`config.mk`:
```
export PLATFORM = sky130hd
export DESIGN_NAME = float_addsub_pipe
export DESIGN_NICKNAME = d
export VERILOG_FILES = /design/src/rtl/float_pkg.sv /design/src/rtl/float_addsub_pipe_norm.sv /design/src/rtl/float_addsub_pipe.sv
export SDC_FILE = /design/constraint.sdc
export NUM_CORES = 1
export LEC_CHECK = 0
export CAP_MARGIN = 15
export CORE_MARGIN = 1
export CORE_UTILIZATION = 55
export DETAILED_ROUTE_END_ITERATION = 8
export MAX_ROUTING_LAYER = met4
export PLACE_DENSITY = 0.78
export RECOVER_POWER = 50
export SYNTH_ARGS = -nofsm -noshare
export SYNTH_HDL_FRONTEND = slang
export SYNTH_SLANG_ARGS = --single-unit
```
`constraint.sdc`:
```
create_clock -name clock -period 6.4 [get_ports clock]
set_input_delay 1.28 -clock clock [delete_from_list [all_inputs] [get_ports clock]]
set_output_delay 1.28 -clock clock [all_outputs]
set_load 0.005 [all_outputs]
```
`src/rtl/float_pkg.sv`:
```
// Shared definitions for the custom float format {sign, exp, mant}: defaults,
// field helpers, and the canonical zero and saturation words.
package float_pkg;

    localparam int EW_DEF = 5;
    localparam int MW_DEF = 10;
    localparam int MAXW   = 64;

    typedef logic [MAXW-1:0] word_t;

    // Default-width view of the format; sign 1 = positive.
    typedef struct packed {
        logic              sign;
        logic [EW_DEF-1:0] exp;
        logic [MW_DEF-1:0] mant;
    } float_t;

    function automatic int bias(input int ew);
        return 1 << (ew - 1);
    endfunction

    function automatic word_t mask(input int n);
        return (word_t'(1) << n) - word_t'(1);
    endfunction

    function automatic logic get_sign(input word_t w, input int ew, input int mw);
        return w[ew+mw];
    endfunction

    function automatic int exp_field(input word_t w, input int ew, input int mw);
        return int'((w >> mw) & mask(ew));
    endfunction

    function automatic int mant_field(input word_t w, input int mw);
        return int'(w & mask(mw));
    endfunction

    function automatic word_t build(input logic sign, input int e, input int m,
                                    input int ew, input int mw);
        return (word_t'(sign) << (ew + mw)) | ((word_t'(e) & mask(ew)) << mw)
             | (word_t'(m) & mask(mw));
    endfunction

    // Zero is always reported with a positive sign.
    function automatic word_t canon_zero(input int ew, input int mw);
        return build(1'b1, 0, 0, ew, mw);
    endfunction

    function automatic word_t sat_max(input logic sign, input int ew, input int mw);
        return build(sign, -1, -1, ew, mw);
    endfunction

endpackage

```
`src/rtl/float_addsub_pipe_norm.sv`:
```
// Normaliser: right shift on carry-out, otherwise leading-zero count and
// left shift of the MW-bit magnitude.
module float_norm #(
    parameter int MW = 10,
    localparam int LZW = $clog2(MW + 1)
) (
    input  logic [MW:0]    mag,
    output logic [MW-1:0]  mant,
    output logic [LZW-1:0] lz
);

    logic found;

    always_comb begin
        lz    = LZW'(MW);
        found = 1'b0;
        for (int i = MW - 1; i >= 0; i--) begin
            if (!found && mag[i]) begin
                lz    = LZW'(MW - 1 - i);
                found = 1'b1;
            end
        end
        if (mag[MW]) begin
            mant = mag[MW:1];
        end else begin
            mant = mag[MW-1:0] << lz;
        end
    end

endmodule

```
`src/rtl/float_addsub_pipe.sv`:
```
// Three-stage float adder/subtractor: S1 align, S2 add/sub, S3 normalise/pack.
// Truncating arithmetic throughout; flags travel with the result.
module float_addsub_pipe
    import float_pkg::*;
#(
    parameter int EW = EW_DEF,
    parameter int MW = MW_DEF,
    localparam int W = 1 + EW + MW
) (
    input  logic         clock,
    input  logic         rst_n,
    input  logic         in_valid,
    output logic         in_ready,
    input  logic         op,
    input  logic [W-1:0] adata,
    input  logic [W-1:0] bdata,
    output logic         out_valid,
    input  logic         out_ready,
    output logic [W-1:0] cdata,
    output logic         ovf,
    output logic         unf,
    output logic         zero
);

    localparam int LZW = $clog2(MW + 1);
    localparam int XW  = EW + 2;

    // Handshake: a transfer happens on a rising edge where valid && ready.
    // The whole pipe advances as one when the output slot is empty or being
    // taken; otherwise every stage holds, so cdata/flags stay stable.
    logic adv;
    assign adv      = !out_valid || out_ready;
    assign in_ready = adv;

    logic          a_sign, b_sign, a_is_l;
    logic [EW-1:0] a_exp, b_exp, a_exp_raw, b_exp_raw, d;
    logic [MW-1:0] a_mant, b_mant, a_mant_raw, b_mant_raw;
    logic          l_sign, s_sign;
    logic [EW-1:0] l_exp, s_exp;
    logic [MW-1:0] l_mant, s_mant, s_shift;

    always_comb begin
        a_sign     = get_sign(word_t'(adata), EW, MW);
        b_sign     = get_sign(word_t'(bdata), EW, MW) ^ op;
        a_exp_raw  = EW'(exp_field(word_t'(adata), EW, MW));
        b_exp_raw  = EW'(exp_field(word_t'(bdata), EW, MW));
        a_mant_raw = MW'(mant_field(word_t'(adata), MW));
        b_mant_raw = MW'(mant_field(word_t'(bdata), MW));
        // An unnormalised operand is a zero; clearing its exponent keeps it
        // from winning the larger-operand selection.
        a_exp  = a_mant_raw[MW-1] ? a_exp_raw  : '0;
        a_mant = a_mant_raw[MW-1] ? a_mant_raw : '0;
        b_exp  = b_mant_raw[MW-1] ? b_exp_raw  : '0;
        b_mant = b_mant_raw[MW-1] ? b_mant_raw : '0;

        a_is_l = (a_exp > b_exp) || ((a_exp == b_exp) && (a_mant >= b_mant));
        l_sign = a_is_l ? a_sign : b_sign;
        l_exp  = a_is_l ? a_exp  : b_exp;
        l_mant = a_is_l ? a_mant : b_mant;
        s_sign = a_is_l ? b_sign : a_sign;
        s_exp  = a_is_l ? b_exp  : a_exp;
        s_mant = a_is_l ? b_mant : a_mant;

        d       = l_exp - s_exp;
        s_shift = (int'(d) >= MW) ? '0 : (s_mant >> d);
    end

    logic          s1_valid, s1_l_sign, s1_s_sign;
    logic [EW-1:0] s1_exp;
    logic [MW-1:0] s1_l_mant, s1_s_mant;

    logic          s2_valid, s2_sign;
    logic [EW-1:0] s2_exp;
    logic [MW:0]   s2_mag;
    logic [MW:0]   sum;

    always_comb begin
        if (s1_l_sign == s1_s_sign) begin
            sum = {1'b0, s1_l_mant} + {1'b0, s1_s_mant};
        end else begin
            sum = {1'b0, s1_l_mant} - {1'b0, s1_s_mant};
        end
    end

    logic [MW-1:0]  norm_mant;
    logic [LZW-1:0] norm_lz;
    logic [XW-1:0]  exp_base, exp_n;
    logic [W-1:0]   res_c;
    logic           res_ovf, res_unf, res_zero;

    float_norm #(.MW(MW)) u_norm (
        .mag  (s2_mag),
        .mant (norm_mant),
        .lz   (norm_lz)
    );

    // Exponent is carried in EW+2 bits: top bit flags underflow, next bit
    // (with top clear) flags overflow.
    always_comb begin
        exp_base = {2'b00, s2_exp};
        exp_n    = s2_mag[MW] ? exp_base + XW'(1) : exp_base - XW'(norm_lz);
        res_c    = {s2_sign, exp_n[EW-1:0], norm_mant};
        res_ovf  = 1'b0;
        res_unf  = 1'b0;
        res_zero = 1'b0;
        if (s2_mag == '0) begin
            res_c    = W'(canon_zero(EW, MW));
            res_zero = 1'b1;
        end else if (exp_n[XW-1]) begin
            res_c    = W'(canon_zero(EW, MW));
            res_unf  = 1'b1;
            res_zero = 1'b1;
        end else if (exp_n[XW-2]) begin
            res_c   = W'(sat_max(s2_sign, EW, MW));
            res_ovf = 1'b1;
        end
    end

    always_ff @(posedge clock or negedge rst_n) begin
        if (!rst_n) begin
            s1_valid  <= 1'b0;
            s1_l_sign <= 1'b0;
            s1_s_sign <= 1'b0;
            s1_exp    <= '0;
            s1_l_mant <= '0;
            s1_s_mant <= '0;
            s2_valid  <= 1'b0;
            s2_sign   <= 1'b0;
            s2_exp    <= '0;
            s2_mag    <= '0;
            out_valid <= 1'b0;
            cdata     <= '0;
            ovf       <= 1'b0;
            unf       <= 1'b0;
            zero      <= 1'b0;
        end else if (adv) begin
            s1_valid  <= in_valid;
            s1_l_sign <= l_sign;
            s1_s_sign <= s_sign;
            s1_exp    <= l_exp;
            s1_l_mant <= l_mant;
            s1_s_mant <= s_shift;
            s2_valid  <= s1_valid;
            s2_sign   <= s1_l_sign;
            s2_exp    <= s1_exp;
            s2_mag    <= sum;
            out_valid <= s2_valid;
            cdata     <= res_c;
            ovf       <= res_ovf;
            unf       <= res_unf;
            zero      <= res_zero;
        end
    end

endmodule

```
# Word-level counts from Yosys, hierarchy flattened
# Cells that the tools add are included.
# classes
addsub	5
n_lt_le_gt_ge	3
n_eq_ne	2
shift	2
muxes	42
bitwise_logic	1
reduce_logical	23
# ops
cell	n
$mux W10	6
$mux W4	10
$mux W16	2
$mux W5	4
$mux W1	17
$mux W15	1
$add A10 B10 Y11	1
$logic_not A11 Y1	1
$mux W11	1
$sub A10 B10 Y11	1
$ge A10 B10 Y1	1
$logic_and A1 B1 Y1	10
$logic_not A1 Y1	10
$shl A10 B4 Y10	1
$shr A10 B5 Y10	1
$mux W7	1
$add A5 B1 Y6 const B	1
$sub A5 B4 Y6	1
$eq A5 B5 Y1	1
$ge A5 B4 Y1 const B	1
$gt A5 B5 Y1	1
$sub A5 B5 Y5	1
$logic_or A1 B1 Y1	2
$eq A1 B1 Y1	1
$xor A1 B1 Y1	1
# totals
regBits	66
out_inout_bits	21
elab_cells	93

# Logic depth before layout (Yosys ltp)
# Gate-level depths: netlist (run 1).
# logic_depth
ltp_word	33
depth_mapped	19
ltp_nobuf	15

# By module
# A second synthesis (run 1) with hierarchy kept.
# unflattened
hier_cells	645
hier_area_um2	5232.5
# by_module_without_submodules
mod	instances	cells_per_inst	area_per_inst_um2	seq_area_each_um2
float_addsub_pipe	1	545	4633.2	1651.6
float_norm	1	100	599.3	0.0

# Worst setup path before layout (run 1)
# Ideal clock, no wire load.
# synth_path
path_kind	input port to flip-flop
start	in bdata[9]
end	reg s1_s_mant[3]
setup_ns	0.122
arrival_time_ns	5.135
slack_ns	1.143
path_stages	18
n_path_buf	5
path_cell_list	clkbuf_1 > clkbuf_1 > nand2_1 > ha_1 > or3_4 > a221oi_2 > nand3b_2 > o211a_1 > nor2_4 > buf_4 > clkbuf_1 > o31a_1 > ha_1 > or4_4 > and2_1 > buf_6 > mux2i_1 > a32o_1
# synth_between
elab_chain_cells	8
word_cells_on_any_way	14
# synth_lines
item	line_no	rtl
start, declared	float_addsub_pipe.sv:16	input logic [W-1:0] bdata,
$mux W10 / $mux W5 (equally long branches)	float_addsub_pipe.sv:54, float_addsub_pipe.sv:53	
$ge A10 B10 Y1 / $eq A5 B5 Y1 (equally long branches)	float_addsub_pipe.sv:56	a_is_l = (a_exp > b_exp) || ((a_exp == b_exp) && (a_mant >= b_mant));
$logic_and A1 B1 Y1	float_addsub_pipe.sv:56	
$logic_or A1 B1 Y1	float_addsub_pipe.sv:56	
$mux W5, on equally long branches	float_addsub_pipe.sv:58, float_addsub_pipe.sv:61	
$sub A5 B5 Y5	float_addsub_pipe.sv:64	d = l_exp - s_exp;
$ge A5 B4 Y1 / $shr A10 B5 Y10 (equally long branches)	float_addsub_pipe.sv:65	s_shift = (int'(d) >= MW) ? '0 : (s_mant >> d);
$mux W10 (*)	float_addsub_pipe.sv:65	
end signal, assigned	float_addsub_pipe.sv:142	s1_s_mant <= s_shift;
end, declared	float_addsub_pipe.sv:70	logic [MW-1:0] s1_l_mant, s1_s_mant;
# Every way passes the cells marked *; elsewhere a longest branch is shown, timed or not.
# A chain may end at the register's enable or synchronous reset.

# Final worst setup path (run 1)
# layout_path
start	in out_ready
end	out in_ready
# layout_between
elab_chain_cells	1
# layout_lines
item	line_no	rtl
start, declared	float_addsub_pipe.sv:18	input logic out_ready,
$logic_or A1 B1 Y1	float_addsub_pipe.sv:32	assign adv = !out_valid || out_ready;
end, declared	float_addsub_pipe.sv:13	output logic in_ready,
# No other way between the ends.

==> results.md, run 1 <==
* Status: complete, but fails checks
* Failing checks: design-rule violations, max-capacitance violations, max-slew violations
* RSZ-0062 raised after global routing: false
* Yosys cell types at 71
* Top cells by area, synth: dfrtp_1 (33%), nand2_1 (8.0%), ha_1 (7.7%)
* Worst Reg2Reg Path Length in Cells at 12
* Top achievable clock speed at 186 MHz
* Largest net degree at the start of global routing at 72
* Largest area contributor in the netlist: dfrtp_1
* Final setup margin at 1.03 ns
* Power Total at 0.00243 W
* Post-synth top flop: dfrtp_1
* CP max FO at 42
* Die width at 97.9 um
* Nets at 718
* Net Count, Synth at 673
* Area delta synth->final at 16.8%
* Yosys top cell area share at 32.6%
* Post-synth ARST share at 100%
* Top-count cell post-synth: nand2_1
* Post-Syn Instances at 603
* Post-cts resize count at 0
* Initial Utilization at 57.4%
* Final setup vio count at 0
* Initial antenna violation count at 0
* ANT cells at 0
* Ports at 58
* Dpl ws at 0.816 ns
* Post-CTS Hold Buffers at 0
* Filler instances at 763
* CP Launch Type: primary input
* Switching Fraction at 42.5%
* Routability Congestion at 0.946
* CTS clock-pin slew for the worst setup and hold paths at 0.09 ns
* # rows at 34
* Crit path DAT at 4.09 ns
* Die height at 97.9 um
* P_int at 0.00140 W
* Seq/Total Area, Yosys at 32.6%
* Later-pin clock latency in the skew report at 0.35 ns
* Leakage at 2.61 nW
* Slew HR at -131%
* CTS tree: yes
* Max-cap violations at 2
* H-tree depth at 3
* Crit Path Class: in -> out
* Dpl hpwl at 8950 um
* Sequential share of power at 30.1%
* Worst path required time at 5.12 ns
* Peak supply drop at 0.000176 V
* GRT overflow at 0
* Logic pwr share at 53.4%
* DR DRC count at 2
* Sequential cell area at 1650 um^2
* Non-Filler Instances at 761
* Via/cell ratio at 5.93
* Num CTS Buffers at 9
* Critical path endpoint category: output port
* Final core occ at 67.1%
* Top cells by count, synth: nand2_1 (108), dfrtp_1 (66), nor2_1 (52)
* CORE AREA at 8810 um^2
* Yosys reg bits at 66
* Synthesized area per cell at 8.39 um^2
* Root Buffer: clkbuf_8
* Vias in the first global route at 4262
* Final period util at 83.9%
* Pre-antenna DRT Iters at 7
* Iteration-0 DRC count of the detailed router at 229
* Pwr/cell area at 411 nW/um^2
* Worst hold path type: reg -> reg
* Max clock buf depth at 2
* Mapped cell area at 5060 um^2
* Post-layout min period at 5.37 ns
* Number of post-CTS setup repair buffers at 0
* Psw at 0.00103 W
* Die ar. at 9590 um^2
* Multi-input combinational cell area at 3150 um^2
* Clock power share at 16.5%
* Number of flops mapped to enable cells by yosys at 0
* Clk sink count at 66
* Port Buffer Count at 57
* Drt wl/cell at 15.4 um
* Final Max Tran Viols at 110
* Endpoints failing hold at 0
* First-pass GRT wire length at 20000 um
* Fin Clk Skew at 0.0131 ns
* All-Layer GR Usage at 26.6%
* Post-route ant nets at 0
* Detailed-route via count at 4513
* Placed cells at 745
* Total Routed Length at 11700 um
* Yosys synthesis warning count at 0
* Post-Route Setup TNS at 0 ns
* Layout cells sized above 1 at 7.35%
* Slew of the pin with the lowest slew margin at 3.46 ns
* Worst hold stages at 2
-- sequential cells by signal, summed over array words and instances (netlist names) --
| register | flops |
|---|---|
| cdata | 16 |
| out_valid | 1 |
| ovf | 1 |
| s1_exp | 5 |
| s1_l_mant | 10 |
| s1_l_sign | 1 |
| s1_s_mant | 10 |
| s1_s_sign | 1 |
| s1_valid | 1 |
| s2_exp | 5 |
| s2_mag | 11 |
| s2_sign | 1 |
| s2_valid | 1 |
| unf | 1 |
| zero | 1 |
-- critical path, stage by stage --
cell and delay [ns]:
dlygate4sd3_1 0.60, nor2b_4 0.05, inv_1 0.05, clkbuf_1 1.35, clkdlybuf4s50_1 0.75
-- power groups by stage --
stage / clock network (W) / logic, W / registers [W]
after CTS: 0.000408 / 0.00130 / 0.000728
final: 0.000402 / 0.00130 / 0.000731
after floorplan: 0 / 0.000961 / 0.000678
after global routing: 0.000429 / 0.00145 / 0.000752
after global placement: 0 / 0.00126 / 0.000729
after detailed placement: 0 / 0.00129 / 0.000736
-- area by class of cell --
| cell class | count | area share (%) |
|---|---|---|
| Clock buffer | 9 | 2.10 |
| Sequential cell | 66 | 28.0 |
| Tap cell | 108 | 2.29 |
| Clock inverter | 7 | 1.72 |
| Multi-Input combinational cell | 470 | 53.3 |
| Timing Repair Buffer | 64 | 10.3 |
| Inverter | 37 | 2.35 |
-- stage by stage --
stage | instance area [um^2] | hold slack, ns
2_1_floorplan | 5060 | 0.430
3_3_place_gp | 5690 | 0.440
3_5_place_dp | 5690 | 0.453
4_1_cts | 5920 | 0.473
5_1_grt | 5910 | 0.507
6_report | 5910 | 0.470
-- kinds of logic (layout without fill, tap and decap cells) --
| logic type | Yosys count | in the layout | synth area share (%) |
|---|---|---|---|
| xor gates and xnor gates | 22 | 22 | 3.81 |
| AOI/OAI and AO/OA | 164 | 164 | 21.8 |
| buffers and inverters | 67 | 117 | 5.29 |
| and+or+nand+nor | 220 | 220 | 19.7 |
| DFF | 66 | 66 | 32.6 |
| muxes | 31 | 31 | 8.24 |
| adders and majority gates | 33 | 33 | 8.46 |
-- metal layers --
metal / global-route usage [%] / share of wire (%) / vias up
met3: 2.65 / 4.3 / 19
li1: - / - / 2238
met4: 8.28 / 1.4 / 0
met2: 42.8 / 48 / 145
met5: - / 0 / -
met1: 35.4 / 46 / 2111
-- layout by cell type (no fill, tap or decap), types with 7 or more instances in the layout --
master           synthesis  final
nand2b_1                 8      8
inv_1                   35     35
ha_1                    31     31
a211oi_1                 8      8
nand3_1                  7      7
nor2_1                  52     52
nor3_1                  10     10
mux4_2                   8      8
o21ai_0                 37     37
a221oi_1                 7      7
a31oi_1                  7      7
mux2i_1                 18     18
a21oi_1                 39     39
xnor2_1                 16     16
dfrtp_1                 66     66
clkdlybuf4s50_1          0     55
o21a_1                   7      7
clkbuf_8                 0      9
nand2_1                108    108
-- worst paths after layout --
check | startpoint | slack (ns) | endpoint
worst max-delay path | out_ready | 1.03 | in_ready
worst min register to register | s2_valid$_DFFE_PN0P_ | 0.47 | s2_valid$_DFFE_PN0P_
worst min-delay path | s2_valid$_DFFE_PN0P_ | 0.47 | s2_valid$_DFFE_PN0P_
max in group asynchronous | rst_n | 2.25 | s1_l_mant[6]$_DFFE_PN0P_
min in group asynchronous | rst_n | 2.18 | cdata[6]$_DFFE_PN0P_
worst max register to register | s2_mag[8]$_DFFE_PN0P_ | 2.33 | cdata[5]$_DFFE_PN0P_
(Power assumes the default switching activity.)
==> run 2, diff against run 1 <==
--- a/config.mk
+++ b/config.mk
@@ -7,7 +7,7 @@
 export LEC_CHECK = 0
 export CAP_MARGIN = 15
 export CORE_MARGIN = 1
-export CORE_UTILIZATION = 55
+export CORE_UTILIZATION = 52
 export DETAILED_ROUTE_END_ITERATION = 8
 export MAX_ROUTING_LAYER = met4
 export PLACE_DENSITY = 0.78
==> constraint.sdc (replaced) <==
create_clock -name clock -period 4.4 [get_ports clock]
set_input_delay 0.88 -clock clock [delete_from_list [all_inputs] [get_ports clock]]
set_output_delay 0.88 -clock clock [all_outputs]
set_load 0.005 [all_outputs]
==> run 2 against run 1 <==
Largest power group unchanged. Critical path depth grew 11. Via count grew 7.3%. Utilization grew 1.8 points. Routed wire length grew 11%. The flow finishes with violations (max-capacitance violations, max-slew violations). Critical endpoint is now s1_s_mant[0]$_DFFE_PN0P_. Clock power grew 56%.
==> results.md, run 2 (synthesis results as in run 1) <==
* Status: complete, but fails checks (unchanged)
* Failing checks: max-capacitance violations, max-slew violations (was design-rule violations, max-capacitance violations, max-slew violations)
* Worst hold stages at 1 (was 2)
* Top achievable clock speed at 235 MHz
* Final core occ at 68.9% (was 67.1%)
* Most frequent cells in the layout: nand2_1 (107), dfrtp_1 (66), buf_4 (62) (was nand2_1 (108), dfrtp_1 (66), clkdlybuf4s50_1 (55))
* Nets at 775 (was 718)
* Pwr/cell area at 572 nW/um^2 (was 411 nW/um^2)
* Layout cells sized above 1 at 15.9% (was 7.35%)
* Slowest stage delay, CP at 0.43 ns (was 1.35 ns)
* CP Launch Type: primary input (unchanged)
* Die width at 101 um (was 97.9 um)
* Pre-antenna DRT Iters at 4 (was 7)
* Worst path required time at 4.65 ns (was 5.12 ns)
* RSZ-0062 raised after global routing: false (unchanged)
* CORE AREA at 9330 um^2 (was 8810 um^2)
* Port Buffer Count at 57 (unchanged)
* Root Buffer: clkbuf_8 (unchanged)
* Hold_ws at 0.461 ns (was 0.470 ns)
* Slew of the pin with the lowest slew margin at 2.13 ns (was 3.46 ns)
* All-Layer GR Usage at 28.3% (was 26.6%)
* Die ar. at 10100 um^2 (was 9590 um^2)
* Power Total at 0.00368 W (was 0.00243 W)
* Sequential cell area at 1650 um^2 (unchanged)
* Area delta synth->final at 27.1% (was 16.8%)
* Post-Route Setup TNS at 0 ns (unchanged)
* Die height at 101 um (was 97.9 um)
* Initial antenna violation count at 0 (unchanged)
* Max-cap violations at 2 (unchanged)
* Via/cell ratio at 5.77 (was 5.93)
* CTS clock-pin slew for the worst setup and hold paths at 0.08 ns (was 0.09 ns)
* Number of post-CTS setup repair buffers at 0 (unchanged)
* Initial Utilization at 54.2% (was 57.4%)
* Commonest non-fill, non-tap cell in the layout: nand2_1 (unchanged)
* Multi-input combinational cell area at 3190 um^2 (was 3150 um^2)
* Routability Congestion at 0.937 (was 0.946)
* ANT cells at 0 (unchanged)
* Vias in the first global route at 4866 (was 4262)
* First-pass GRT wire length at 22300 um (was 20000 um)
* Num CTS Buffers at 9 (unchanged)
* Slew HR at -42.1% (was -131%)
* Post-layout min period at 4.25 ns
* Crit path cell chain: clkdlybuf4s50_1 > buf_4 > nand2_1 > inv_1 > ha_1 > or3_4 > a21oi_1 > o41a_1 > o211a_1 > nor2_4 > o31a_1 > ha_2 > or4_4 > a211oi_1 > o32ai_1 > a22oi_1 (was dlygate4sd3_1 > nor2b_4 > inv_1 > clkbuf_1 > clkdlybuf4s50_1)
* Final setup vio count at 0 (unchanged)
* Total Routed Length at 12900 um (was 11700 um)
* Dpl hpwl at 10300 um (was 8950 um)
* GRT overflow at 0 (unchanged)
* Max clock buf depth at 2 (unchanged)
* # rows at 35 (was 34)
* Post-route ant nets at 0 (unchanged)
* Placed cells at 823 (was 745)
* Detailed-route via count at 4842 (was 4513)
* Leakage at 2.91 nW (was 2.61 nW)
* Regs by FF count: cdata (16), s2_mag (11) (unchanged)
* Filler instances at 754 (was 763)
* Largest net degree at the start of global routing at 50 (was 72)
* Final Max Tran Viols at 83 (was 110)
* Clk sink count at 66 (unchanged)
* Hold Startpoint: s2_valid$_DFFE_PN0P_ (unchanged)
* Fin Clk Skew at 0.0145 ns (was 0.0131 ns)
* Peak supply drop at 0.000257 V (was 0.000176 V)
* DR DRC count at 0 (was 2)
* CP max FO at 7 (was 42)
* Crit Path Class: in -> reg (was in -> out)
* Worst Reg2Reg Path Length in Cells at 13 (was 12)
* Later-pin clock latency in the skew report at 0.34 ns (was 0.35 ns)
* Drt wl/cell at 15.4 um (about the same)
* Iteration-0 DRC count of the detailed router at 185 (was 229)
* CTS tree: yes (unchanged)
* Worst hold path type: reg -> reg (unchanged)
* Crit path DAT at 4.50 ns (was 4.09 ns)
* Critical path endpoint category: flop (was output port)
* Ports at 58 (unchanged)
* Worst r2r src: s2_mag[5]$_DFFE_PN0P_ (was s2_mag[8]$_DFFE_PN0P_)
* Final period util at 96.6%
* Largest reg by FF count: cdata (unchanged)
* Non-Filler Instances at 839 (was 761)
* Endpoints failing hold at 0 (unchanged)
* CP max stage cell: clkdlybuf4s50_1 (was clkbuf_1)
* Worst Setup SP: adata[9] (was out_ready)
* H-tree depth at 3 (unchanged)
* Max reg flops at 16 (unchanged)
-- run 2: power by group --
group,switching [W],internal [W]
clock,0.000246,0.000381
combinational,0.00105,0.000943
sequential,0.000235,0.000826
-- run 2: area by class of cell --
class,instances,share of cell area (%)
Clock buffer,9,1.93
Clock inverter,7,1.95
Inverter,37,2.16
Multi-Input combinational cell,470,49.6
Sequential cell,66,25.7
Tap cell,129,2.51
Timing Repair Buffer,121,16.1
-- run 2: timing repair --
item                                    in CTS  in global routing
resized for setup                            0                  5
hold buffers                                 0                  0
endpoints found under the hold margin        0                  0
endpoints found under the setup margin       0                 10
-- run 2: per-stage QoR --
| step | instance area (um^2) | setup slack [ns] |
|---|---|---|
| after floorplan | 5120 | 0.0151 |
| final | 6430 | 0.148 |
| after detailed placement | 6170 | -0.165 |
| after CTS | 6420 | 0.159 |
| after global placement | 6170 | -0.0507 |
| after global routing | 6430 | 0.00112 |
-- run 2: per-layer routing --
layer / wire, um / share of wire, % / global-route usage, % / vias to the layer above
met5: 0 / 0 / - / -
met4: 258 / 2.0 / 10.5 / 0
met3: 458 / 3.5 / 4.02 / 23
met2: 6750 / 52 / 49.7 / 130
met1: 5480 / 42 / 32.9 / 2326
li1: - / - / - / 2363
-- run 2: final timing paths --
check,end,slack (ns)
max,s1_s_mant[0]$_DFFE_PN0P_,0.15
min,out_valid$_DFFE_PN0P_,0.46
max reg2reg,cdata[5]$_DFFE_PN0P_,0.56
min reg2reg,out_valid$_DFFE_PN0P_,0.46
max in group asynchronous,s1_s_mant[4]$_DFFE_PN0P_,1.09
min in group asynchronous,cdata[7]$_DFFE_PN0P_,1.14
-- run 2: worst max-delay path: cells and delay by family --
kind | cells | cell delay, ns
AOI/OAI and AO/OA | 7 | 1.60
and+or+nand+nor | 4 | 0.95
buffers and inverters | 3 | 0.67
adders and majority gates | 2 | 0.40
